[config.mk]
export PLATFORM = sky130hd
export DESIGN_NAME = ad4003_acq_controller
export DESIGN_NICKNAME = d
export VERILOG_FILES = /design/src/rtl/ad4003_acq_controller.sv
export SDC_FILE = /design/constraint.sdc
export NUM_CORES = 1
export LEC_CHECK = 0
export BUFFER_PORTS_ARGS = -buffer_cell sky130_fd_sc_hd__buf_2
export CAP_MARGIN = 20
export CORE_ASPECT_RATIO = 0.5
export CORE_MARGIN = 5
export CORE_UTILIZATION = 57
export DETAILED_ROUTE_END_ITERATION = 12
export PLACE_DENSITY = 0.79
export SYNTH_ARGS = -nofsm -noshare
export SYNTH_HDL_FRONTEND = slang
export SYNTH_SLANG_ARGS = --single-unit
export TNS_END_PERCENT = 50
[constraint.sdc]
create_clock -name clk_100 -period 3.15 [get_ports clk_100]
set_clock_uncertainty 0.15 [all_clocks]
set_input_delay 0.315 -clock clk_100 [delete_from_list [all_inputs] [get_ports clk_100]]
set_output_delay 0.315 -clock clk_100 [all_outputs]
set_load 0.01 [all_outputs]
[src/rtl/ad4003_acq_controller.sv]
// Frame sequencer for an AD4003 front end: configures the converter, verifies the
// register readback, then runs fixed-period acquisition frames for the deserializer.
`timescale 1ns/1ps

module ad4003_acq_controller #(
  parameter int CONV_PERIOD = 100,
  parameter int SYNC_LEN    = 4,
  parameter int START_OFS   = 6,
  parameter int START_LEN   = 30,
  parameter int DONE_OFS    = 40,
  parameter int RETRY_MAX   = 3
) (
  input  logic        clk_100,
  input  logic        rst_n,
  input  logic        enable,
  input  logic        adc_config_status,
  output logic        word_sync_n,
  output logic        adc_start_conv,
  output logic [1:0]  mode,
  output logic        sample_valid,
  output logic [31:0] sample_cnt,
  output logic        cfg_done,
  output logic        cfg_fault
);

  localparam int FC_W    = (CONV_PERIOD > 1) ? $clog2(CONV_PERIOD) : 1;
  localparam int RETRY_W = (RETRY_MAX > 0) ? $clog2(RETRY_MAX + 1) : 1;

  localparam logic [FC_W-1:0]    FC_LAST   = FC_W'(CONV_PERIOD - 1);
  localparam logic [FC_W-1:0]    SYNC_END  = FC_W'(SYNC_LEN);
  localparam logic [FC_W-1:0]    START_BEG = FC_W'(START_OFS);
  localparam logic [FC_W-1:0]    START_END = FC_W'(START_OFS + START_LEN);
  localparam logic [FC_W-1:0]    DONE_AT   = FC_W'(DONE_OFS);
  localparam logic [RETRY_W-1:0] RETRY_LIM = RETRY_W'(RETRY_MAX);

  typedef enum logic [2:0] {
    ST_IDLE,
    ST_CFG_WR,
    ST_CFG_RD,
    ST_CFG_CHK,
    ST_ACQUIRE,
    ST_FAULT
  } state_t;

  typedef enum logic [1:0] {
    MODE_IDLE    = 2'd0,
    MODE_ACQUIRE = 2'd1,
    MODE_REG_WR  = 2'd2,
    MODE_REG_RD  = 2'd3
  } mode_t;

  state_t               state, state_d;
  logic [FC_W-1:0]      fc, fc_d;
  logic [RETRY_W-1:0]   retry, retry_d;
  logic [1:0]           sync_ff;
  logic                 status_sync;
  logic                 stop_req, stop_d;
  logic                 wrap;
  logic                 word_sync_n_d, adc_start_conv_d, sample_valid_d;
  logic                 cfg_done_d, cfg_fault_d;
  mode_t                mode_d;
  logic [31:0]          sample_cnt_d;

  assign status_sync = sync_ff[1];
  assign wrap        = (state != ST_IDLE) && (fc == FC_LAST);

  // Two-flop synchronizer for the deserializer's status flag.
  always_ff @(posedge clk_100 or negedge rst_n) begin
    if (!rst_n) begin
      sync_ff <= 2'b00;
    end else begin
      // NOTE: sequential state uses non-blocking assignments so every flop samples pre-edge values.
      sync_ff <= {sync_ff[0], adc_config_status};
    end
  end

  always_comb begin
    // NOTE: every signal gets a default first so no path leaves it unassigned (no latch).
    state_d     = state;
    retry_d     = retry;
    cfg_done_d  = cfg_done;
    cfg_fault_d = cfg_fault;
    stop_d      = stop_req | ((state != ST_IDLE) & ~enable);

    case (state)
      ST_IDLE: begin
        if (enable) begin
          state_d     = ST_CFG_WR;
          retry_d     = '0;
          cfg_done_d  = 1'b0;
          cfg_fault_d = 1'b0;
        end
      end
      ST_CFG_WR: if (wrap) state_d = ST_CFG_RD;
      ST_CFG_RD: if (wrap) state_d = ST_CFG_CHK;
      ST_CFG_CHK: begin
        // The verdict is latched mid-frame; the state only moves at the wrap.
        if (fc == DONE_AT) begin
          if (status_sync) cfg_done_d = 1'b1;
          else             retry_d    = retry + 1'b1;
        end
        if (wrap) begin
          if (cfg_done)               state_d = ST_ACQUIRE;
          else if (retry < RETRY_LIM) state_d = ST_CFG_WR;
          else begin
            state_d     = ST_FAULT;
            cfg_fault_d = 1'b1;
          end
        end
      end
      ST_ACQUIRE: state_d = ST_ACQUIRE;
      ST_FAULT:   state_d = ST_FAULT;
      default:    state_d = ST_IDLE;
    endcase

    // A stop request, even if enable has since come back, wins at the frame boundary.
    if (wrap && stop_d) begin
      state_d     = ST_IDLE;
      cfg_fault_d = cfg_fault;
    end
    if (state_d == ST_IDLE) stop_d = 1'b0;

    fc_d = ((state == ST_IDLE) || wrap) ? '0 : fc + 1'b1;

    // Outputs are decoded from next-cycle state so they leave the flops glitch-free.
    word_sync_n_d    = !((state_d != ST_IDLE) && (fc_d < SYNC_END));
    adc_start_conv_d = (state_d != ST_IDLE) && (state_d != ST_FAULT) &&
                       (fc_d >= START_BEG) && (fc_d < START_END);
    sample_valid_d   = (state_d == ST_ACQUIRE) && (fc_d == DONE_AT);
    sample_cnt_d     = sample_valid_d ? sample_cnt + 32'd1 : sample_cnt;

    case (state_d)
      ST_CFG_WR:  mode_d = MODE_REG_WR;
      ST_CFG_RD:  mode_d = MODE_REG_RD;
      ST_CFG_CHK: mode_d = MODE_REG_RD;
      ST_ACQUIRE: mode_d = MODE_ACQUIRE;
      default:    mode_d = MODE_IDLE;
    endcase
  end

  always_ff @(posedge clk_100 or negedge rst_n) begin
    if (!rst_n) begin
      // NOTE: only control flops exist here; every one is reset so outputs are defined out of reset.
      state          <= ST_IDLE;
      fc             <= '0;
      retry          <= '0;
      stop_req       <= 1'b0;
      word_sync_n    <= 1'b1;
      adc_start_conv <= 1'b0;
      mode           <= MODE_IDLE;
      sample_valid   <= 1'b0;
      sample_cnt     <= '0;
      cfg_done       <= 1'b0;
      cfg_fault      <= 1'b0;
    end else begin
      state          <= state_d;
      fc             <= fc_d;
      retry          <= retry_d;
      stop_req       <= stop_d;
      word_sync_n    <= word_sync_n_d;
      adc_start_conv <= adc_start_conv_d;
      mode           <= mode_d;
      sample_valid   <= sample_valid_d;
      sample_cnt     <= sample_cnt_d;
      cfg_done       <= cfg_done_d;
      cfg_fault      <= cfg_fault_d;
    end
  end

endmodule

After elaboration in Yosys (flattened, before gate mapping)
Index checks and enable logic that the tools add are counted.
{"block": "totals", "word_cells": 84, "in_bits": 4, "ff_bits": 54, "output_inout_bits": 39}
{"block": "op_classes", "n_mux": 23, "add_sub_neg": 3, "order_cmp": 4, "n_reduce_logical": 18, "n_bitwise": 4, "eq_ne": 20}
{"operator": "32-bit by 1-bit adder with 32-bit output (second input constant)", "n": 1}
{"operator": "3-bit two-way mux", "n": 7}
{"operator": "3-bit one-hot mux with 6 select lines", "n": 1}
{"operator": "7-bit by 6-bit == test with 1-bit output (second input constant)", "n": 2}
{"operator": "2-bit != test (second input constant)", "n": 7}
{"operator": "3-bit by 2-bit == test with 1-bit output (second input constant)", "n": 4}
{"operator": "3-bit == test (second input constant)", "n": 3}
{"operator": "4-bit AND reduction", "n": 2}
{"operator": "7-bit by 1-bit adder with 7-bit output (second input constant)", "n": 1}
{"operator": "7-bit == test (second input constant)", "n": 1}
{"operator": "7-bit by 3-bit greater-or-equal comparator with 1-bit output (second input constant)", "n": 1}
{"operator": "1-bit logical AND", "n": 7}
{"operator": "7-bit by 3-bit < comparator with 1-bit output (second input constant)", "n": 1}
{"operator": "7-bit by 6-bit < comparator with 1-bit output (second input constant)", "n": 1}
{"operator": "1-bit two-way mux", "n": 7}
{"operator": "7-bit two-way mux", "n": 1}
{"operator": "3-bit by 1-bit == test with 1-bit output (second input constant)", "n": 2}
{"operator": "3-bit zero test", "n": 2}
{"operator": "2-bit two-way mux", "n": 3}
{"operator": "2-bit one-hot mux with 3 select lines", "n": 1}
{"operator": "6-bit AND reduction", "n": 1}
{"operator": "3-bit nonzero test", "n": 2}
{"operator": "1-bit one-hot mux with 2 select lines", "n": 2}
{"operator": "2-bit one-hot mux with 2 select lines", "n": 1}
{"operator": "10 further kinds", "n": 11}

Longest topological paths before layout
{"block": "logic_depth", "word_depth": 10, "ltp_mapped": 10, "ltp_nobuf": 7}

Worst setup path before layout
Ideal clock, no wire load.
{"block": "synth_timing", "path_kind": "flip-flop to flip-flop", "from": "register fc[0]", "to": "register sample_cnt[1]", "stages_incl_launch_ff": 10, "t_arrival_ns": 2.247, "setup_ns": 0.128, "n_path_buf": 2, "synth_period_minus_slack_ns": 2.525, "path_slack_ns": 0.625, "t_required_ns": 2.872, "path_cell_list": "dfrtp_1 > ha_1 > buf_2 > nand4b_2 > nor4_2 > a22o_1 > buf_6 > nand4_1 > nor2_1 > mux2_1"}
{"block": "synth_between", "elab_chain_cells": 7, "elab_cells_between_ends": 14, "cone_classes": "add/sub: 1; eq/ne: 3; mux: 6; reduce/logical: 4"}
{"item": "from (decl)", "line_no": "53", "rtl": "logic [FC_W-1:0] fc, fc_d;"}
{"item": "from (signal assigned)", "line_no": "145", "rtl": "fc <= '0;"}
{"item": "from (signal assigned)", "line_no": "157", "rtl": "fc <= fc_d;"}
{"item": "7-bit == test *", "line_no": "65", "rtl": "assign wrap = (state != ST_IDLE) && (fc == FC_LAST);"}
{"item": "1-bit logical AND *", "line_no": "65"}
{"item": "3-bit two-way mux (on tied branches)", "line_no": "102, 94, 95"}
{"item": "3-bit one-hot mux with 6 select lines", "line_no": "85", "rtl": "case (state)"}
{"item": "3-bit two-way mux *", "line_no": "117", "rtl": "if (wrap && stop_d) begin"}
{"item": "net state_d[2]", "line_no": "52", "rtl": "state_t state, state_d;"}
{"item": "3-bit == test *", "line_no": "129", "rtl": "sample_valid_d = (state_d == ST_ACQUIRE) && (fc_d == DONE_AT);"}
{"item": "1-bit logical AND *", "line_no": "129"}
{"item": "net sample_valid_d", "line_no": "59", "rtl": "logic word_sync_n_d, adc_start_conv_d, sample_valid_d;"}
{"item": "to (signal assigned)", "line_no": "164", "rtl": "sample_cnt <= sample_cnt_d;"}
{"item": "to (decl)", "line_no": "21", "rtl": "output logic [31:0] sample_cnt,"}
Mark *: on every way through the listed nets, which the timed path passes. The rest lies on a longest branch.
A chain may end at the register's enable or synchronous reset.

Final worst setup path
{"block": "layout_timing", "from": "register fc[2]", "to": "register sample_cnt[29]"}
{"block": "layout_between", "elab_cells_between_ends": 14, "cone_classes": "add/sub: 1; eq/ne: 3; mux: 6; reduce/logical: 4"}
{"item": "branches (longest 3 deep; another with 7-bit by 1-bit adder with 7-bit output)"}
{"item": "7-bit two-way mux *", "line_no": "123", "rtl": "fc_d = ((state == ST_IDLE) || wrap) ? '0 : fc + 1'b1;"}
{"item": "net fc_d[5]", "line_no": "53"}
{"item": "7-bit by 6-bit == test with 1-bit output *", "line_no": "129"}
{"item": "1-bit logical AND *", "line_no": "129"}
Mark *: on every way through the listed nets, which the timed path passes.

==> results_dict.tcl <==
set metrics [dict create \
    synth_area_um2 2990 \
    grt_pass1_vias 2232 \
    seqPwrFrac 0.500 \
    cp.required_ns 3.24 \
    hp-start "enable" \
    rr_endpoint "sample_cnt[29]$_DFFE_PN0P_" \
    antennaDiodeCount 0 \
    drc 0 \
    drt_wl_total_mm 6.36 \
    clk_pin_slew_ns 0.10 \
    clockPowerShare 0.273 \
    hold_path_class "in -> reg" \
    grt_max_degree 38 \
    yosys.area.top_type "dfrtp_1" \
    final_cell_mix "53 x dfrtp_1, 42 x buf_2, 35 x xor2_1" \
    whs_endpoint "cfg_fault$_DFFE_PN0P_" \
    fin_crit_ns 2.89 \
    cp_max_fo 11 \
    power_density_nw_per_um2 506 \
    area_growth_syn_to_layout_pct 12.2 \
    rr_worst_depth 6 \
    track_usage 0.196 \
    die_area_um2 6890 \
    arrival_ns 2.99 \
    place.gp.congestion 0.865 \
    utilization 0.672 \
    maxCapViolCount 0 \
    worst_slew_pin_slew_ns 0.826 \
    reg2reg_slack_ns 0.26 \
    grt_pass1_wl_mm 10.7 \
    drive_above_1_share 0.282 \
    postRouteAntennaNets 0 \
    wl_per_cell_um 16.4 \
    drt_first_pass_iters 4 \
    synthTopCellsByArea "dfrtp_1 44%, xor2_1 10%, nor4_2 4.6%" \
    finalHoldViolations 0 \
    cts_tree "done" \
    synth_seq_cells 54 \
    rows 18 \
    clock_path_buffers 2 \
    nets 326 \
    cp-start-kind "register" \
    synthCells 278 \
    port-buffer-count 42 \
    synth.avg_cell_area_um2 10.8 \
    io_pins 43 \
    endpoint_kind "register" \
    layout.cells.non_filler 389 \
    vias_per_cell 5.83 \
    cts_setup_buffers 0 \
    setup_viol 0 \
    netSwitchingFraction 0.323 \
    rr_startpoint "fc[2]$_DFF_PN0_" \
    vdd_drop_max_uv 504 \
    max_freq_ghz 0.345 \
    worst-setup-path-type "reg -> reg" \
    yosysUniqueCellTypes 54 \
    status "complete, no violations" \
    vias 2267 \
    p_int_mw 1.15 \
    p_total_mw 1.70 \
    p_switching_mw 0.549 \
    slew-limit-headroom 0.443 \
    coreArea_um2 5000 \
    die_y_um 61.3 \
    hold_slack_ns 0.141 \
    clock-root-buffer "clkbuf_8" \
    fin_crit_sh 0.919 \
    synth_warnings 0 \
    dp_hpwl_mm 4.45 \
    cts_sinks 54 \
    grt_overflow 0 \
    ys.flop_type "dfrtp_1" \
    p_leak_nw 1.66 \
    syn_nets 286 \
    drv_slew 0 \
    placed_cells 378 \
    antenna_found_initial 0 \
    htreeDepth 2 \
    drt_iter0_drc 94 \
    async_flop_share 1.00 \
    synth.yosys.seq_area_share 0.452 \
    final_common_cell "dfrtp_1" \
    synth_edf_count 0 \
    clk-insertion-delay-late_ns 0.31 \
    synth_top_area_share 0.443 \
    combPwrFrac 0.227 \
    initial_utilization 0.599 \
    die_x_um 112 \
    rsz0062_at_grt "false" \
    hold-path-cell-count 2 \
    cts_buffers 5 \
    tns_ns 0 \
]
## power groups by stage
stage,combinational (mW),sequential [mW],clock [mW]
floorplan,0.358,0.817,0
global placement,0.361,0.857,0
detailed placement,0.366,0.860,0
CTS,0.373,0.849,0.472
global route,0.429,0.861,0.505
finish,0.386,0.850,0.463
## cells in the mapped netlist (3+ instances only)
cell type and count:
nor4_1 4, and3_1 8, nand4_1 10, clkbuf_1 5, a21oi_1 3, o21ai_0 4
nor2b_1 6, buf_6 6, nor2_1 16, nor3_1 7, nor3_2 9, nand3_1 19
ha_1 4, buf_2 4, xor2_1 35, nand2_1 15, xnor2_1 3, inv_1 8
dfrtp_1 53, mux2i_1 3, nor4_2 11
## layout make-up
| type | count | area, um^2 |
|---|---|---|
| sequential | 54 | 1350 |
| multi-input combinational | 199 | 1510 |
| tap | 70 | 87.6 |
| fill | 376 | 1640 |
| clock buffer | 6 | 72.6 |
| timing repair buffer | 50 | 275 |
| clock inverter | 2 | 37.5 |
| inverter | 8 | 30.0 |
## routing by layer
layer | GRT usage | wire length (um)
met1 | 0.254 | 2900
met2 | 0.335 | 3060
met3 | 0.0451 | 336
met4 | 0.0702 | 65
met5 | 0 | 0
## how the worst max path moves through the flow
stage,from,to,slack [ns]
after global placement,fc[0]$_DFF_PN0_,sample_cnt[17]$_DFFE_PN0P_,0.33
final,fc[2]$_DFF_PN0_,sample_cnt[29]$_DFFE_PN0P_,0.26
after detailed placement,fc[0]$_DFF_PN0_,sample_cnt[1]$_DFFE_PN0P_,0.20
after floorplan,fc[0]$_DFF_PN0_,sample_cnt[1]$_DFFE_PN0P_,0.63
after CTS,fc[0]$_DFF_PN0_,sample_cnt[1]$_DFFE_PN0P_,0.17
after global routing,fc[0]$_DFF_PN0_,sample_cnt[10]$_DFFE_PN0P_,0.04
## registers in the layout, indices dropped and copies added (netlist names)
signal	cells
state	3
word_sync_n	1
cfg_done	1
fc	7
mode	2
sample_valid	1
adc_start_conv	1
stop_req	1
sync_ff	2
cfg_fault	1
sample_cnt	32
retry	2
## worst max-delay path, cell delays in order, from the launching register on
cell and delay, ns:
dfrtp_1 0.53, nand3_4 0.14, or3_1 0.40, a211oi_2 0.50, nand4_2 0.52, nor4_2 0.41
xor2_1 0.17
## through the flow
step | cell area (um^2) | setup WS, ns
after floorplan | 2990 | 0.625
after global placement | 3210 | 0.333
after detailed placement | 3210 | 0.200
after CTS | 3340 | 0.172
after global routing | 3360 | 0.0429
final | 3360 | 0.256
## logic make-up after synthesis
group	synth area share
mux	0.0138
compound gates	0.0673
xor+xnor	0.111
buf+inv	0.0518
fa+ha+maj	0.0167
flops	0.452
simple gates	0.288
## repair_timing
action / CTS / global route
hold buffers: 2 / 0
gates resized for setup: 0 / 3
endpoints found under the hold margin: 17 / 0
setup endpoints to repair: 0 / 9
Power figures use the tool's default switching activity.
